## config.mk

```make
export PLATFORM = sky130hd
export DESIGN_NAME = wide_adder_sequencer
export DESIGN_NICKNAME = d
export VERILOG_FILES = /design/src/rtl/wide_adder_pkg.sv /design/src/rtl/ripple_adder_4bit_dataflow.sv /design/src/rtl/wide_adder_sequencer.sv
export SDC_FILE = /design/constraint.sdc
export NUM_CORES = 1
export LEC_CHECK = 0
export ABC_CLOCK_PERIOD_IN_PS = 4200
export CAP_MARGIN = 20
export CORE_MARGIN = 3
export CORE_UTILIZATION = 49
export CTS_CLUSTER_DIAMETER = 40
export CTS_CLUSTER_SIZE = 40
export DETAILED_ROUTE_END_ITERATION = 6
export PLACE_DENSITY = 0.79
export SYNTH_ARGS = -nofsm -noshare
export SYNTH_HDL_FRONTEND = slang
export SYNTH_SLANG_ARGS = --single-unit
```

## constraint.sdc

```tcl
create_clock -name clk -period 4.2 [get_ports clk]
set_clock_uncertainty 0.2 [all_clocks]
set_input_delay 0.84 -clock clk [delete_from_list [all_inputs] [get_ports clk]]
set_output_delay 0.84 -clock clk [all_outputs]
set_load 0.005 [all_outputs]
```

## src/rtl/wide_adder_pkg.sv

```systemverilog
// Shared types and helpers for the nibble-serial wide adder.
// Holds the FSM state encoding, the slice width and the overflow rule.
package wide_adder_pkg;

   localparam int NIBBLE_W = 4;

   typedef enum logic [1:0] {
      IDLE = 2'd0,
      RUN  = 2'd1,
      DONE = 2'd2
   } state_t;

   // Two's-complement overflow: like-signed operands giving an opposite-signed result.
   function automatic logic ovf_calc(input logic a_msb, input logic b_msb, input logic r_msb);
      return (a_msb == b_msb) && (r_msb != a_msb);
   endfunction

endpackage

```

## src/rtl/ripple_adder_4bit_dataflow.sv

```systemverilog
// 4-bit ripple-carry adder written as per-bit sum/carry equations.
// Used as the single shared datapath slice of the wide adder.
module ripple_adder_4bit_dataflow (
   input  logic [3:0] a,
   input  logic [3:0] b,
   input  logic       cin,
   output logic [3:0] s,
   output logic       cout
);

   logic [4:0] c;

   assign c[0] = cin;

   for (genvar i = 0; i < 4; i++) begin : g_bit
      assign s[i]   = a[i] ^ b[i] ^ c[i];
      assign c[i+1] = (a[i] & b[i]) | (c[i] & (a[i] ^ b[i]));
   end

   assign cout = c[4];

endmodule

```

## src/rtl/wide_adder_sequencer.sv

```systemverilog
// Adds two 4*NIBBLES-bit operands one nibble per cycle through one 4-bit slice.
// Optional macro SUBTRACT_EN adds a 'sub' input that turns the operation into a - b.
module wide_adder_sequencer
   import wide_adder_pkg::*;
#(
   parameter int NIBBLES = 4
) (
   input  logic                      clk,
   input  logic                      reset,
   input  logic                      start_valid,
   output logic                      start_ready,
   input  logic [NIBBLE_W*NIBBLES-1:0] a,
   input  logic [NIBBLE_W*NIBBLES-1:0] b,
   input  logic                      carry_in,
`ifdef SUBTRACT_EN
   input  logic                      sub,
`endif
   output logic                      done_valid,
   input  logic                      done_ready,
   output logic [NIBBLE_W*NIBBLES-1:0] sum,
   output logic                      carry_out,
   output logic                      ovf,
   output logic                      busy,
   output state_t                    state_dbg
);

   localparam int W     = NIBBLE_W * NIBBLES;
   localparam int IDX_W = $clog2(NIBBLES);

   // Handshakes: a transfer happens on a rising edge where valid and ready are
   // both high. start_ready depends only on state/reset, never on start_valid;
   // done_valid stays high with a stable result until done_ready is seen.

   state_t               state;
   logic [IDX_W-1:0]     idx;
   logic [W-1:0]         a_reg;
   logic [W-1:0]         b_reg;
   logic                 carry_reg;
   logic [NIBBLE_W-1:0]  a_nib;
   logic [NIBBLE_W-1:0]  b_nib;
   logic [NIBBLE_W-1:0]  slice_s;
   logic                 slice_c;
   logic                 last_nib;
   logic                 accept;
   logic [W-1:0]         b_load;
   logic                 c_load;

   assign a_nib    = a_reg[NIBBLE_W*int'(idx) +: NIBBLE_W];
   assign b_nib    = b_reg[NIBBLE_W*int'(idx) +: NIBBLE_W];
   assign last_nib = (idx == IDX_W'(NIBBLES - 1));

   assign start_ready = (state == IDLE) && !reset;
   assign accept      = start_valid && start_ready;
   assign busy        = (state != IDLE);
   assign state_dbg   = state;

`ifdef SUBTRACT_EN
   // a - b computed as a + ~b + 1; carry_in is not used for subtraction.
   assign b_load = sub ? ~b : b;
   assign c_load = sub ? 1'b1 : carry_in;
`else
   assign b_load = b;
   assign c_load = carry_in;
`endif

   ripple_adder_4bit_dataflow u_slice (
      .a    (a_nib),
      .b    (b_nib),
      .cin  (carry_reg),
      .s    (slice_s),
      .cout (slice_c)
   );

   always_ff @(posedge clk) begin
      if (reset) begin
         state      <= IDLE;
         idx        <= '0;
         a_reg      <= '0;
         b_reg      <= '0;
         carry_reg  <= 1'b0;
         sum        <= '0;
         carry_out  <= 1'b0;
         ovf        <= 1'b0;
         done_valid <= 1'b0;
      end else begin
         case (state)
            IDLE: begin
               if (accept) begin
                  a_reg     <= a;
                  b_reg     <= b_load;
                  carry_reg <= c_load;
                  idx       <= '0;
                  sum       <= '0;
                  state     <= RUN;
               end
            end
            RUN: begin
               sum[NIBBLE_W*int'(idx) +: NIBBLE_W] <= slice_s;
               carry_reg <= slice_c;
               if (last_nib) begin
                  idx        <= '0;
                  carry_out  <= slice_c;
                  ovf        <= ovf_calc(a_reg[W-1], b_reg[W-1], slice_s[NIBBLE_W-1]);
                  done_valid <= 1'b1;
                  state      <= DONE;
               end else begin
                  idx <= idx + 1'b1;
               end
            end
            DONE: begin
               if (done_ready) begin
                  done_valid <= 1'b0;
                  state      <= IDLE;
               end
            end
            default: begin
               state      <= IDLE;
               done_valid <= 1'b0;
            end
         endcase
      end
   end

endmodule

```

==> impl_metrics.json, run 1 <==
{
  "slowest_delay_ps": 550,
  "critPathMostFrequentCell": "fa_1",
  "fill_cells": 422,
  "holdCritPathClass": "flop to flop",
  "seqCellArea_mm2": 0.00112,
  "io-pin-count": 60,
  "grt_usage": 0.189,
  "multi_input_area_mm2": 0.00128,
  "reg2reg_slack_ps": 840,
  "crit_family": "adder cells",
  "die_w_um": 77.7,
  "drt-total-wl_um": 5340,
  "syn_to_final_growth_pct": 28.2,
  "insertion_delay_ps": 300,
  "final-hold-violation-count": 0,
  "synth.area.top_cells": "dfxtp_1 (44%), nand2b_1 (7.9%), mux4_2 (7.1%)",
  "fp.dieH_um": 77.7,
  "worstMarginPinSlew_ps": 545,
  "drive_gt1_frac": 0.0915,
  "ys_seq_area_frac": 0.445,
  "clk_pin_slew_ps": 100,
  "postCtsSetupBuffers": 0,
  "syn_area_per_cell_um2": 9.59,
  "reg2reg_to": "ovf",
  "rsz0062_at_grt": "no",
  "min_period_ps": 3360,
  "relSlewSlack": 0.636,
  "wl_per_cell_um": 13.9,
  "setup_viol": 0,
  "cp_num_buf_inv": 3,
  "final_antenna_net_count": 0,
  "worstPathMaxFanout": 12,
  "finalCritPeriodShare": 0.801,
  "fp-row-count": 25,
  "grt_max_degree": 66,
  "min_from": "carry_out",
  "yosysTopAreaCellShare": 0.445,
  "yosysWarnings": 0,
  "fin_util": 0.667,
  "synth_top_cell_by_area": "dfxtp_1",
  "min_path_cells": 2,
  "slowest_stage": "dfxtp_1",
  "grt-ovfl-total": 0,
  "leakage_nw": 1.16,
  "criticalPathCategory": "flop to flop",
  "cts_tree": "done",
  "root_buffer": "clkbuf_8",
  "clockBufferDepth": 2,
  "grt_pass1_vias": 1944,
  "hold_buffers": 0,
  "synth_cell_type_count": 35,
  "dr_total_vias": 1989,
  "holdPathEnd": "carry_out",
  "p_total_w": 0.00102,
  "fmax_ghz": 0.297,
  "power_density_mw_per_mm2": 317,
  "vdd.ir_drop.worst_mv": 0.189,
  "netlist_instances": 263,
  "drt_iter0_markers": 136,
  "nNetsFinal": 362,
  "dieArea_mm2": 0.00604,
  "layout_commonest_cell": "clkdlybuf4s50_1",
  "syn-cell-area_mm2": 0.00252,
  "htree_levels": 2,
  "first_pass_iters": 4,
  "fin_ws_ps": 836,
  "diodes": 0,
  "initial_utilization": 0.520,
  "cp-start-kind": "flop",
  "hpwl_um": 3890,
  "gp_congestion": 0.778,
  "mostFrequentLayoutCells": "clkdlybuf4s50_1 (59), dfxtp_1 (56), nand2_1 (36)",
  "cp_cell_sequence": "buf_4 -> mux4_2 -> fa_1 -> inv_1 -> fa_1 -> inv_1 -> fa_1 -> and3b_1 -> a211oi_1 -> nor3_1",
  "arrival_ps": 3350,
  "cts_sinks": 56,
  "syn_nets": 309,
  "ys_seq_elements": 56,
  "numCtsBuffers": 5,
  "grt_pass1_wl_um": 9150,
  "r2r-start": "idx[0]",
  "vias_per_cell": 5.18,
  "fin_tns_setup_ps": 0,
  "core_mm2": 0.00485,
  "io_buffers": 59,
  "status": "complete, no violations",
  "pre_cts_slack_ps": 831,
  "r2r_cells": 10,
  "antenna_found_initial": 0,
  "drv_cap": 0,
  "cts_resized": 0,
  "drc": 0,
  "worst_setup_path_end_kind": "flop",
  "slew_viol_final": 0,
  "crit_required_ps": 4180
}
logic make-up (layout without fill, tap and decap cells):
| family | count (synthesis) | count (layout) | share of synthesized area |
|---|---|---|---|
| AO/OA/AOI/OAI | 63 | 63 | 0.154 |
| adder cells (fa/ha/maj) | 9 | 9 | 0.0566 |
| buffers and inverters | 28 | 82 | 0.0491 |
| flip-flops | 56 | 56 | 0.445 |
| multiplexers | 12 | 12 | 0.0893 |
| AND/OR/NAND/NOR | 95 | 95 | 0.206 |
metrics by stage:
stage,hold slack (ps),cells,instance area (µm²)
CTS,275,384,3230
floorplan,239,263,2520
finish,271,384,3230
global placement,253,376,3150
detailed placement,261,376,3150
global route,299,384,3230
cells in the mapped netlist:
| library cell | count |
|---|---|
| a211oi_1 | 1 |
| a21oi_1 | 10 |
| a22o_1 | 16 |
| a22oi_1 | 1 |
| a31oi_1 | 1 |
| and3b_1 | 1 |
| buf_2 | 6 |
| buf_4 | 3 |
| clkbuf_1 | 7 |
| dfxtp_1 | 56 |
| fa_1 | 4 |
| ha_1 | 5 |
| inv_1 | 12 |
| mux2_2 | 4 |
| mux4_2 | 8 |
| nand2_1 | 36 |
| nand2b_1 | 32 |
| nand2b_2 | 1 |
| nand3_1 | 3 |
| nand3b_1 | 1 |
| nand4bb_1 | 1 |
| nor2_1 | 8 |
| nor2b_1 | 3 |
| nor3_1 | 1 |
| nor3b_1 | 1 |
| nor4_2 | 1 |
| nor4b_1 | 2 |
| nor4b_2 | 1 |
| o21a_1 | 1 |
| o21ai_0 | 27 |
| o21ai_1 | 5 |
| o32a_1 | 1 |
| or2_2 | 1 |
| or3_1 | 1 |
| or4b_4 | 1 |
routing by layer:
layer / global-route usage / wire, µm / part of all wire / vias up
met5: 0 / 0 / 0 / -
met4: 0.0587 / 88 / 0.016 / 0
met3: 0.0452 / 248 / 0.046 / 10
met2: 0.316 / 2560 / 0.48 / 48
met1: 0.240 / 2440 / 0.46 / 922
li1: - / - / - / 1009
worst max-delay path by stage:
stage | startpoint | cells past startpoint | end
2_1_floorplan | idx[0] | 13 | ovf
4_1_cts | idx[0] | 10 | ovf
6_report | idx[0] | 10 | ovf
3_3_place_gp | idx[0] | 10 | ovf
5_1_grt | idx[0] | 12 | ovf
3_5_place_dp | idx[0] | 10 | ovf
report_power, final:
group	switching, W	total (W)	internal, W
Clock	0.000172	0.000289	0.000117
Sequential	0.0000221	0.000581	0.000558
Combinational	0.0000676	0.000154	0.0000863
Total	0.000262	0.00102	0.000761
layout make-up:
type                            instances  area share
Inverter                               12      0.0139
Tap cell                               67      0.0259
Timing Repair Buffer                   62       0.190
Multi-Input combinational cell        179       0.397
Sequential cell                        56       0.347
Clock buffer                            5      0.0213
Clock inverter                          3     0.00580
worst min-delay path: stages, from the launching register on:
cell	delay [ps]
dfxtp_1	320
nand2_1	60
a21oi_1	50
Power figures use the tool's default switching activity.
==> run 2: changes to the inputs <==
Settings changed: ABC_CLOCK_PERIOD_IN_PS 4200 to 3500.
Clock period 4.2 ns to 3.5 ns, I/O delays scaled along.
==> run 2 against run 1 <==
Net effect: non-clock buffer count up 2; register-to-register slack worse by 510 ps; combinational power up 24%; total power up 22%; largest cell class unchanged; sequential share of layout area down 0.31 points; largest power group unchanged; cell area up 1.0%; wire length up 2.0%; clock power up 25%; setup slack worse by 510 ps; first-iteration DRC count up 0.74%; via count down 0.30%; hold slack worse by 10 ps.
==> impl_metrics.json, run 2 (synthesis gave the netlist of run 1 again) <==
{
  "status": "complete, no violations",
  "antenna_found_initial": 0,
  "p_total_w": 0.00125,
  "syn_to_final_growth_pct": 29.5,
  "hpwl_um": 3970,
  "finalCritPeriodShare": 0.907,
  "fill_cells": 406,
  "core_mm2": 0.00485,
  "insertion_delay_ps": 310,
  "cp_num_buf_inv": 4,
  "drive_gt1_frac": 0.0975,
  "io_buffers": 59,
  "slowest_delay_ps": 510,
  "slew_viol_final": 0,
  "mostFrequentLayoutCells": "clkdlybuf4s50_1 (59), dfxtp_1 (55), nand2_1 (36)",
  "wl_per_cell_um": 14.1,
  "arrival_ps": 3160,
  "worstPathMaxFanout": 4,
  "initial_utilization": 0.520,
  "drt_iter0_markers": 137,
  "root_buffer": "clkbuf_8",
  "first_pass_iters": 4,
  "timing.hold.ws_ps": 261,
  "cts_resized": 0,
  "fp-row-count": 25,
  "worstMarginPinSlew_ps": 591,
  "final_antenna_net_count": 0,
  "fin_ws_ps": 326,
  "r2r-start": "idx[0]",
  "vdd.ir_drop.worst_mv": 0.228,
  "htree_levels": 2,
  "drt-total-wl_um": 5450,
  "min_period_ps": 3170,
  "final-hold-violation-count": 0,
  "slowest_stage": "fa_1",
  "crit_required_ps": 3490,
  "nNetsFinal": 364,
  "gp_congestion": 0.797,
  "hold_buffers": 0,
  "cts_tree": "done",
  "fin_tns_setup_ps": 0,
  "fmax_ghz": 0.315,
  "grt_max_degree": 66,
  "layout_commonest_cell": "clkdlybuf4s50_1",
  "relSlewSlack": 0.605,
  "worst_setup_path_end_kind": "flop",
  "grt_usage": 0.186,
  "dr_total_vias": 1983,
  "postCtsSetupBuffers": 0,
  "diodes": 0,
  "vias_per_cell": 5.15,
  "grt-ovfl-total": 0,
  "pre_cts_slack_ps": 287,
  "min_from": "carry_out",
  "setup_viol": 0,
  "dieArea_mm2": 0.00604,
  "die_w_um": 77.7,
  "cp_cell_sequence": "mux4_2 -> inv_1 -> fa_1 -> inv_1 -> fa_1 -> inv_1 -> fa_1 -> inv_1 -> fa_1 -> and3b_1 -> a211oi_1 -> nor3_1",
  "cts_sinks": 56,
  "dp_cells": 378,
  "power_density_mw_per_mm2": 382,
  "criticalPathCategory": "flop to flop",
  "fp.dieH_um": 77.7,
  "cp-start-kind": "flop",
  "grt_pass1_vias": 1974,
  "numCtsBuffers": 5,
  "clockBufferDepth": 2,
  "drc": 0,
  "drv_cap": 0,
  "crit_family": "adder cells",
  "clk_pin_slew_ps": 100,
  "rsz0062_at_grt": "no",
  "final_cells": 385,
  "holdCritPathClass": "flop to flop",
  "cp-startpoint": "idx[0]",
  "grt_pass1_wl_um": 9060,
  "leakage_nw": 1.17,
  "io-pin-count": 60
}
[run 2: cell type report]
class / instances / area [µm²] / area share
Multi-Input combinational cell: 179 / 1280 / 0.393
Sequential cell: 56 / 1120 / 0.344
Timing Repair Buffer: 64 / 641 / 0.196
Tap cell: 67 / 83.8 / 0.0257
Clock buffer: 6 / 82.6 / 0.0253
Inverter: 12 / 45.0 / 0.0138
Clock inverter: 1 / 8.76 / 0.00268
[run 2: worst reg2reg max path, delay by kind of cell (launching register included)]
family,cells,cell delay [ps]
adder cells (fa/ha/maj),4,1210
AND/OR/NAND/NOR,2,260
flip-flops,1,390
multiplexers,1,500
buffers and inverters,4,280
AO/OA/AOI/OAI,1,220
[run 2: per-layer routing]
layer	global-route usage	up-vias	routed length, µm
met5	0	-	0
met4	0.0552	0	99
met3	0.0383	10	249
met2	0.316	57	2570
met1	0.237	905	2530
li1	-	1011	-
[run 2: stage by stage]
| stage | util | cell area, µm² |
|---|---|---|
| 4_1_cts | 0.673 | 3260 |
| 3_3_place_gp | 0.654 | 3170 |
| 5_1_grt | 0.674 | 3270 |
| 3_5_place_dp | 0.654 | 3170 |
| 6_report | 0.674 | 3270 |
| 2_1_floorplan | - | 2520 |
[run 2: worst paths after layout]
check / slack [ps] / depth (start not counted) / end
worst max-delay path: 330 / 12 / ovf
worst min-delay path: 260 / 2 / carry_out
worst max register to register: 330 / 12 / ovf
worst min register to register: 260 / 2 / carry_out
[run 2: power breakdown]
part	internal, W	total (W)	switching (W)	leakage, nW
clock	0.000158	0.000362	0.000204	0.0473
combinational	0.000106	0.000191	0.0000843	0.669
sequential	0.000670	0.000694	0.0000240	0.458
==> run 3: changes to the inputs <==
Settings changed: CORE_MARGIN 3 to default.
==> run 3 against run 2 <==
Net effect: combinational power barely moved; die area shrank 10%; global-route usage increased by 2.6 points; wire length shrank 3.8%; utilization shrank 0.31 points; sequential power barely moved; critical path depth decreased by 2; setup slack got worse by 9.0 ps; fmax down 0.28%; cell area shrank 0.46%; highest routed layer unchanged.
==> impl_metrics.json, run 3 (synthesis gave the netlist of run 1 again) <==
{
  "power_density_mw_per_mm2": 374,
  "fin_ws_ps": 317,
  "cp-start-kind": "flop",
  "reg2reg_to": "ovf",
  "drc": 0,
  "hpwl_um": 3750,
  "rsz0062_at_grt": "no",
  "vias_per_cell": 5.16,
  "switching_share": 0.249,
  "grt_usage": 0.212,
  "drt-total-wl_um": 5240,
  "gp_congestion": 0.765,
  "grtUsageMet1": 0.276,
  "holdPathEnd": "carry_out",
  "leakage_nw": 1.17,
  "p_clk_frac": 0.273,
  "vdd.ir_drop.worst_mv": 0.209,
  "worstMarginPinSlew_ps": 570,
  "relSlewSlack": 0.619,
  "crit_required_ps": 3480,
  "fp.dieH_um": 73.7,
  "grt.busiest_layer": "met2",
  "final_antenna_net_count": 0,
  "seqPwrFrac": 0.571,
  "io-pin-count": 60,
  "drt_iter0_markers": 106,
  "cts_resized": 0,
  "r2r-start": "idx[0]",
  "dpl_cell_area_mm2": 0.00317,
  "layout_commonest_cell": "clkdlybuf4s50_1",
  "grt_use_met3": 0.0398,
  "min_period_ps": 3180,
  "wl_per_cell_um": 13.6,
  "slew_viol_final": 0,
  "initial_utilization": 0.520,
  "die_w_um": 73.7,
  "dr_total_vias": 1988,
  "grt_max_degree": 66,
  "arrival_ps": 3170,
  "min_from": "carry_out",
  "htree_levels": 2,
  "first_pass_iters": 4,
  "core_mm2": 0.00485,
  "worst_setup_path_end_kind": "flop",
  "clockBufferDepth": 2,
  "root_buffer": "clkbuf_8",
  "grt_pass1_wl_um": 8820,
  "fill_cells": 405,
  "criticalPathCategory": "flop to flop",
  "cts_sinks": 56,
  "drv_cap": 0,
  "holdCritPathClass": "flop to flop",
  "min_path_cells": 2,
  "grt-ovfl-total": 0,
  "syn_to_final_growth_pct": 28.9,
  "grt_pass1_vias": 1944,
  "finalCritPeriodShare": 0.909,
  "status": "complete, no violations",
  "fin_tns_setup_ps": 0,
  "r2r_cells": 10,
  "met2_usage": 0.363,
  "clk_pin_slew_ps": 90,
  "combPwrFrac": 0.156,
  "postCtsSetupBuffers": 0,
  "io_buffers": 59,
  "mostFrequentLayoutCells": "clkdlybuf4s50_1 (59), dfxtp_1 (56), nand2_1 (36)",
  "diodes": 0,
  "fmax_ghz": 0.314,
  "antenna_found_initial": 0,
  "cts_tree": "done",
  "numCtsBuffers": 5,
  "setup_viol": 0,
  "hold_buffers": 0,
  "reg2reg_slack_ps": 320,
  "pre_cts_slack_ps": 293,
  "p_int_w": 0.000912,
  "insertion_delay_ps": 310,
  "p_switching_w": 0.000303,
  "fp-row-count": 25,
  "dieArea_mm2": 0.00544,
  "design_area_mm2": 0.00325,
  "nNetsFinal": 364,
  "final-hold-violation-count": 0,
  "worstPathMaxFanout": 9,
  "drive_gt1_frac": 0.0912
}
-- run 3: cell counts in the layout (fill, tap and decap cells not counted) --
No cell type changed its count.
-- run 3: through the flow --
step / total power (W) / instances / hold slack [ps] / util
finish: 0.00122 / 385 / 269 / 0.670
global placement: 0.000894 / 378 / 253 / 0.654
floorplan: 0.000816 / 263 / 239 / -
detailed placement: 0.000898 / 378 / 256 / 0.654
global route: 0.00127 / 385 / 283 / 0.670
CTS: 0.00122 / 385 / 269 / 0.670
-- run 3: cell type report --
class / instances / area [µm²] / share of cell area
timing repair buffer: 64 / 641 / 0.197
sequential: 56 / 1120 / 0.345
inverter: 12 / 45.0 / 0.0139
tap: 67 / 83.8 / 0.0258
multi-input combinational: 179 / 1280 / 0.395
clock buffer: 6 / 72.6 / 0.0223
clock inverter: 1 / 5.00 / 0.00154
-- run 3: worst max path at each step --
stage | startpoint | end | slack [ps]
3_3_place_gp | idx[0] | ovf | 370
3_5_place_dp | idx[0] | ovf | 290
6_report | idx[0] | ovf | 320
2_1_floorplan | idx[0] | ovf | 80
5_1_grt | idx[0] | ovf | 140
4_1_cts | idx[0] | ovf | 280
-- run 3: metal layers --
metal,wire [µm],vias up
li1,-,1007
met5,0,-
met1,2410,911
met2,2510,64
met4,51,0
met3,264,6
-- run 3: worst max-delay path, stage by stage (launching register included) --
cell,delay (ps)
dfxtp_1,430
buf_4,230
mux4_2,530
fa_1,420
inv_1,80
fa_1,150
inv_1,50
fa_1,500
and3b_1,180
a211oi_1,210
nor3_1,80
-- run 3: power groups by stage --
stage          combinational, W  sequential, W  clock [W]
3_3_place_gp           0.000186       0.000708          0
2_1_floorplan          0.000116       0.000699          0
4_1_cts                0.000191       0.000694   0.000336
5_1_grt                0.000212       0.000699   0.000362
3_5_place_dp           0.000190       0.000709          0
6_report               0.000189       0.000694   0.000332
